### src/rtl/hazard_ctrl_mc.sv
// Hazard/forwarding controller for the 5-stage MIPS pipeline. It adds a multi-cycle divider
// stall FSM, exception flush, HI/LO forwarding and r0-safe load-use/branch stall detection.
module hazard_ctrl_mc #(
  parameter int REG_W           = 5,
  parameter int DIV_CYCLES      = 32,
  parameter int BRANCH_STALL_EN = 1
) (
  input  logic             clk,
  input  logic             rst,
  input  logic             regwriteE,
  input  logic             regwriteM,
  input  logic             regwriteW,
  input  logic             memtoregE,
  input  logic             memtoregM,
  input  logic             branchD,
  input  logic [REG_W-1:0] writeregE,
  input  logic [REG_W-1:0] writeregM,
  input  logic [REG_W-1:0] writeregW,
  input  logic [REG_W-1:0] rsD,
  input  logic [REG_W-1:0] rtD,
  input  logic [REG_W-1:0] rsE,
  input  logic [REG_W-1:0] rtE,
  input  logic             hilowriteM,
  input  logic             hilowriteW,
  input  logic             divstartE,
  input  logic             exceptM,
  output logic [1:0]       forwardAE,
  output logic [1:0]       forwardBE,
  output logic             forwardAD,
  output logic             forwardBD,
  output logic [1:0]       forwardhiloE,
  output logic             stallF,
  output logic             stallD,
  output logic             stallE,
  output logic             flushD,
  output logic             flushE,
  output logic             flushM,
  output logic             div_busy,
  output logic             div_done
);

  localparam int CNT_W = (DIV_CYCLES > 2) ? $clog2(DIV_CYCLES) : 1;
  // The start cycle is spent in IDLE, so the run phase lasts DIV_CYCLES-1 cycles.
  localparam logic [CNT_W-1:0] CNT_LOAD = CNT_W'(DIV_CYCLES - 2);

  typedef enum logic [1:0] {
    S_IDLE     = 2'd0,
    S_DIV_RUN  = 2'd1,
    S_DIV_DONE = 2'd2
  } state_t;

  state_t           state_q;
  logic [CNT_W-1:0] cnt_q;
  logic             run_q;
  logic             done_q;

  logic rsE_nz, rtE_nz, rsD_nz, rtD_nz;
  logic wrE_nz, wrM_nz;
  logic lwstall, branchstall, hazard, div_start;

  assign rsE_nz = (rsE != '0);
  assign rtE_nz = (rtE != '0);
  assign rsD_nz = (rsD != '0);
  assign rtD_nz = (rtD != '0);
  assign wrE_nz = (writeregE != '0);
  assign wrM_nz = (writeregM != '0);

  always_comb begin
    forwardAE = 2'b00;
    if (rsE_nz && (rsE == writeregM) && regwriteM)      forwardAE = 2'b10;
    else if (rsE_nz && (rsE == writeregW) && regwriteW) forwardAE = 2'b01;
  end

  always_comb begin
    forwardBE = 2'b00;
    if (rtE_nz && (rtE == writeregM) && regwriteM)      forwardBE = 2'b10;
    else if (rtE_nz && (rtE == writeregW) && regwriteW) forwardBE = 2'b01;
  end

  assign forwardAD = rsD_nz && (rsD == writeregM) && regwriteM;
  assign forwardBD = rtD_nz && (rtD == writeregM) && regwriteM;

  always_comb begin
    forwardhiloE = 2'b00;
    if (hilowriteM)      forwardhiloE = 2'b10;
    else if (hilowriteW) forwardhiloE = 2'b01;
  end

  assign lwstall = memtoregE && rtE_nz && ((rsD == rtE) || (rtD == rtE));

  assign branchstall = (BRANCH_STALL_EN != 0) && branchD &&
                       ((regwriteE && wrE_nz && ((writeregE == rsD) || (writeregE == rtD))) ||
                        (memtoregM && wrM_nz && ((writeregM == rsD) || (writeregM == rtD))));

  assign hazard    = lwstall || branchstall;
  assign div_start = (state_q == S_IDLE) && divstartE;

  // run_q/done_q are registered decodes of the state, kept alongside it.
  always_ff @(posedge clk) begin
    if (rst) begin
      state_q <= S_IDLE;
      cnt_q   <= '0;
      run_q   <= 1'b0;
      done_q  <= 1'b0;
    end else if (exceptM) begin
      state_q <= S_IDLE;
      cnt_q   <= '0;
      run_q   <= 1'b0;
      done_q  <= 1'b0;
    end else begin
      case (state_q)
        S_IDLE: begin
          if (divstartE) begin
            state_q <= S_DIV_RUN;
            cnt_q   <= CNT_LOAD;
            run_q   <= 1'b1;
          end
        end
        S_DIV_RUN: begin
          if (cnt_q == '0) begin
            state_q <= S_DIV_DONE;
            run_q   <= 1'b0;
            done_q  <= 1'b1;
          end else begin
            cnt_q <= cnt_q - 1'b1;
          end
        end
        S_DIV_DONE: begin
          state_q <= S_IDLE;
          done_q  <= 1'b0;
        end
        default: begin
          state_q <= S_IDLE;
          cnt_q   <= '0;
          run_q   <= 1'b0;
          done_q  <= 1'b0;
        end
      endcase
    end
  end

  // Priority: rst > exceptM > divider > load-use/branch hazards.
  always_comb begin
    stallF   = 1'b0;
    stallD   = 1'b0;
    stallE   = 1'b0;
    flushD   = 1'b0;
    flushE   = 1'b0;
    flushM   = 1'b0;
    div_busy = 1'b0;
    div_done = 1'b0;
    if (rst) begin
      stallF = 1'b0;
    end else if (exceptM) begin
      flushD = 1'b1;
      flushE = 1'b1;
      flushM = 1'b1;
    end else if (run_q) begin
      stallF   = 1'b1;
      stallD   = 1'b1;
      stallE   = 1'b1;
      flushM   = 1'b1;
      div_busy = 1'b1;
    end else if (div_start) begin
      // The div is held in E from its first cycle; flushing E here would kill it.
      stallF = 1'b1;
      stallD = 1'b1;
      stallE = 1'b1;
      flushM = 1'b1;
    end else begin
      stallF   = hazard;
      stallD   = hazard;
      flushE   = hazard;
      div_done = done_q;
    end
  end

endmodule

### config.mk
export PLATFORM = sky130hd
export DESIGN_NAME = hazard_ctrl_mc
export DESIGN_NICKNAME = d
export VERILOG_FILES = /design/src/rtl/hazard_ctrl_mc.sv
export SDC_FILE = /design/constraint.sdc
export NUM_CORES = 1
export LEC_CHECK = 0
export ABC_CLOCK_PERIOD_IN_PS = 2600
export BUFFER_PORTS_ARGS = -buffer_cell sky130_fd_sc_hd__buf_2
export CORE_MARGIN = 2
export CORE_UTILIZATION = 30
export CTS_CLUSTER_SIZE = 30
export DETAILED_ROUTE_END_ITERATION = 16
export PLACE_DENSITY_LB_ADDON = 0.2
export SLEW_MARGIN = 20
export SYNTH_ARGS = -nofsm -noshare
export SYNTH_HDL_FRONTEND = slang
export SYNTH_SLANG_ARGS = --single-unit
### constraint.sdc
create_clock -name clk -period 2.6 [get_ports clk]
set_clock_uncertainty 0.2 [all_clocks]
set_input_delay 0 -clock clk [delete_from_list [all_inputs] [get_ports clk]]
set_output_delay 0 -clock clk [all_outputs]
set_load 0.02 [all_outputs]
Word-level counts from Yosys, hierarchy flattened
Index checks and enable logic that the tools add are counted.
W data, S select, Z words.

storage, ports and cells
  word-level logic and storage cells = 102
  register bits after elaboration = 9
  output and inout port bits = 16
  bits of input ports = 47

cells by class
  bitwise operators = 2
  reduce and logical (&&, ||, !) cells = 38
  eq/ne operators = 17
  muxes and demuxes = 40
  $add $sub $neg = 1

operators by type and width
  kind                   count
  $eq A5 B5 Y1           12
  $reduce_bool A5 Y1     6
  $mux W1                29
  $logic_and A1 B1 Y1    20
  $pmux W5 S3            1
  $mux W2                5
  $mux W5                2
  $ne A2 B2 Y1 const B   3
  $reduce_and A3 Y1      2
  $logic_not A5 Y1       1
  $logic_or A1 B1 Y1     5
  $sub A5 B1 Y5 const B  1
  $pmux W2 S2            1
  $reduce_and A2 Y1      2
  $pmux W1 S3            1
  $eq A2 B1 Y1 const B   1
  $eq A2 B2 Y1 const B   1
  $logic_not A2 Y1       1
  $not A1 Y1             2
  $pmux W1 S2            1
  $reduce_or A2 Y1       1

Logic depth before layout (Yosys ltp)
  depth in word-level cells = 10
  mapped depth = 7
  mapped depth without buffers = 7

Worst setup path after synthesis
Ideal clock, no wire load.

  kind = flip-flop to output port
  from = reg state_q[1]
  to = out stallF
  path buffers = 2
  cell stages (with the launch flop) = 7
  setup slack = 866 ps
  data arrival time = 1534 ps
  required time = 2400 ps
  cell sequence = dfxtp_1 -> buf_2 -> nor2b_1 -> nor2b_1 -> a311oi_1 -> a31oi_1 -> buf_4

between the ends
  cells in the longest elaborated chain, start to end = 6

ends and longest elaborated chain
  item                    RTL line  source
  start, declared         52        state_t state_q;
  start signal, assigned  101       state_q <= S_IDLE;
  start signal, assigned  106       state_q <= S_IDLE;
  start signal, assigned  114       state_q <= S_DIV_RUN;
  $logic_not A2 Y1        96        assign div_start = (state_q == S_IDLE) && divstartE;
  $logic_and A1 B1 Y1     96
  $mux W1 (4 in series)   n/a
  end, declared           32        output logic stallF,

Every way passes these cells.

Final worst setup path
  from = reg state_q[1]
  to = out flushE

between the ends
  cells in the longest elaborated chain, start to end = 6

ends and longest elaborated chain
  item                 RTL line  source
  $logic_not A2 Y1     96
  $logic_and A1 B1 Y1  96
  $mux W1              164       end else if (div_start) begin
  $mux W1              158       end else if (run_q) begin
  $mux W1              154       end else if (exceptM) begin
  $mux W1              152       if (rst) begin
  end, declared        36        output logic flushE,

Every way passes these cells.

==> flow_metrics.tcl <==
set metrics [dict create \
    synth_area_um2 1260 \
    ios 63 \
    rr_startpoint "cnt_q[0]" \
    power_density_nw_per_um2 339 \
    required_ns 2.40 \
    fmax_ghz 0.526 \
    critPathMaxFanout 9 \
    ant_nets 0 \
    post-cts-setup-buffers 0 \
    ir_drop_mv 0.0958 \
    syn2layout_area_growth_pct 29.4 \
    ys.flop_type "dfxtp_1" \
    yosysSeqAreaShare_pct 14.3 \
    dieHeight_um 68.8 \
    cp-start-kind "flop" \
    synth_seq_cells 9 \
    io_buffers 62 \
    tightest_slew_ns 0.402 \
    dpl-instance-area_um2 1560 \
    finalSetupTns_ns 0 \
    antenna_cells 0 \
    hold_start "hilowriteM" \
    place_congestion 0.844 \
    max_cap_violations 0 \
    max_stage_delay_ns 0.48 \
    postSynthCellCount 165 \
    path_buf_inv 1 \
    ys_types 39 \
    rsz0062_at_grt "no" \
    core_um2 4030 \
    status "complete, no violations" \
    first_pass_iters 4 \
    drive_above_1_share_pct 34.7 \
    drt_iter0_markers 51 \
    critical_path.top_delay_family "simple AND/OR/NAND/NOR gates" \
    synth.area.top_cells "xnor2_1 (29%), dfxtp_1 (14%), xor2_1 (5.6%)" \
    hp-class "in -> out" \
    clkSlewWorstSetupHoldPaths_ns 0.04 \
    critPathArrivalTime_ns 1.70 \
    ys_warn_count 0 \
    cts-root-buf "clkbuf_8" \
    vias 1290 \
    wl_per_cell_um 12.5 \
    synth-edff-count 0 \
    hold_viol 0 \
    drt-total-wl_um 3360 \
    clockBufferDepth 2 \
    dieArea_um2 4730 \
    cts_resized 0 \
    grt_pass1_wl_um 5380 \
    total_power_w 0.000553 \
    slowest_stage "dfxtp_1" \
    overflow 0 \
    ys_async_sr_fraction_pct 0 \
    crit_path_cell_trace "nor2b_1 -> nor2b_1 -> nor2_1 -> nor2_1 -> a311oi_1 -> buf_2" \
    slew_headroom_pct 73.0 \
    h-tree-depth 1 \
    critPathLaunch "state_q[1]" \
    synthTopCellsByCount "xnor2_1 (42), nor2_1 (13), buf_2 (11), nand2_1 (11), dfxtp_1 (9)" \
    final_max_slew_viol_count 0 \
    finalSetupViolCount 0 \
    first_global_vias 1182 \
    syn_nets 213 \
    rows 23 \
    antenna_found_initial 0 \
    grtUsageTotal_pct 14.8 \
    worstSkewPairLatency_ns 0.24 \
    final_net_count 268 \
    cts_sinks 9 \
    crit_path_end_kind "output port" \
    hpwlAfterDp_um 2850 \
    syn_avg_cell_area_um2 7.64 \
    cts_tree "built" \
    routed_via_density 4.80 \
    numCtsBuffers 3 \
    period_minus_slack_ns 1.90 \
    grt_max_degree 11 \
    holdWs_ns 0.0338 \
    crit_type "reg -> out" \
    final_area_um2 1630 \
    fp.dieW_um 68.8 \
    synthMostInstantiatedCell "xnor2_1" \
    holdBufCountCts 3 \
    synth_top_cell_by_area "xnor2_1" \
    post-route-period-util_pct 73.1 \
    route.detailed.drc 0 \
    initial_core_util_pct 31.3 \
    synth.top_cell.area_share_pct 29.2 \
    power_leakage_nw 0.675 \
]
-- power breakdown --
group / switching, W / internal (W) / total [W]
Clock: 0.0000593 / 0.000107 / 0.000166
Sequential: 0.00000743 / 0.000145 / 0.000152
Combinational: 0.000123 / 0.000111 / 0.000235
-- state kept, by name, summed over array words and instances (netlist names) --
name and flops:
cnt_q 5, state_q 2, done_q 1, run_q 1
-- metal layers --
layer	up-vias	global-route usage (%)	share of wire (%)
met4	0	4.90	1.0
met3	3	1.14	5.0
met5	-	0	0
li1	674	-	-
met1	571	21.3	52
met2	42	23.2	42
-- per-stage QoR --
stage | util, % | cells | worst slack, ns
floorplan | - | 165 | 0.866
global placement | 38.6 | 262 | 0.857
detailed placement | 38.6 | 262 | 0.798
CTS | 40.5 | 269 | 0.688
global route | 40.5 | 269 | 0.525
finish | 40.5 | 269 | 0.700
-- kinds of logic after synthesis --
group,Yosys count,share of synthesized area [%]
AO/OA/AOI/OAI,24,13.9
XOR/XNOR,50,34.8
adder cells (fa/ha/maj),1,0.993
buffers and inverters,18,7.05
flip-flops,9,14.3
AND/OR/NAND/NOR,63,29.0
-- area by class of cell --
class / instances / area (um^2)
fillers: 419 / 2400
multi-input cells: 138 / 991
well taps: 50 / 62.6
flip-flops and latches: 9 / 180
inverters: 3 / 11.3
repair buffers: 65 / 340
clock buffers: 4 / 45.0
-- worst register-to-register path: cells and delay by family, from the launching register on --
family          cells  cell delay, ns
compound gates      3            0.65
fa+ha+maj           1            0.18
buf+inv             1            0.06
flops               1            0.32
simple gates        1            0.35
-- cell usage in the layout, fill, tap and decap left out, types with 4 or more instances in the layout --
cell / n
a21oi_1: 6
xor2_1: 8
dfxtp_1: 9
nand4_1: 4
xnor2_1: 42
buf_2: 62
nand3_1: 6
nor2_1: 13
nor2b_1: 4
nand2_1: 11
-- final timing paths --
check | to | slack (ns) | depth (start not counted)
setup / recovery | flushE | 0.70 | 6
hold / removal | forwardhiloE[1] | 0.03 | 2
setup reg to reg | cnt_q[2] | 0.75 | 6
hold reg to reg | done_q | 0.25 | 1
(Power assumes the default switching activity.)
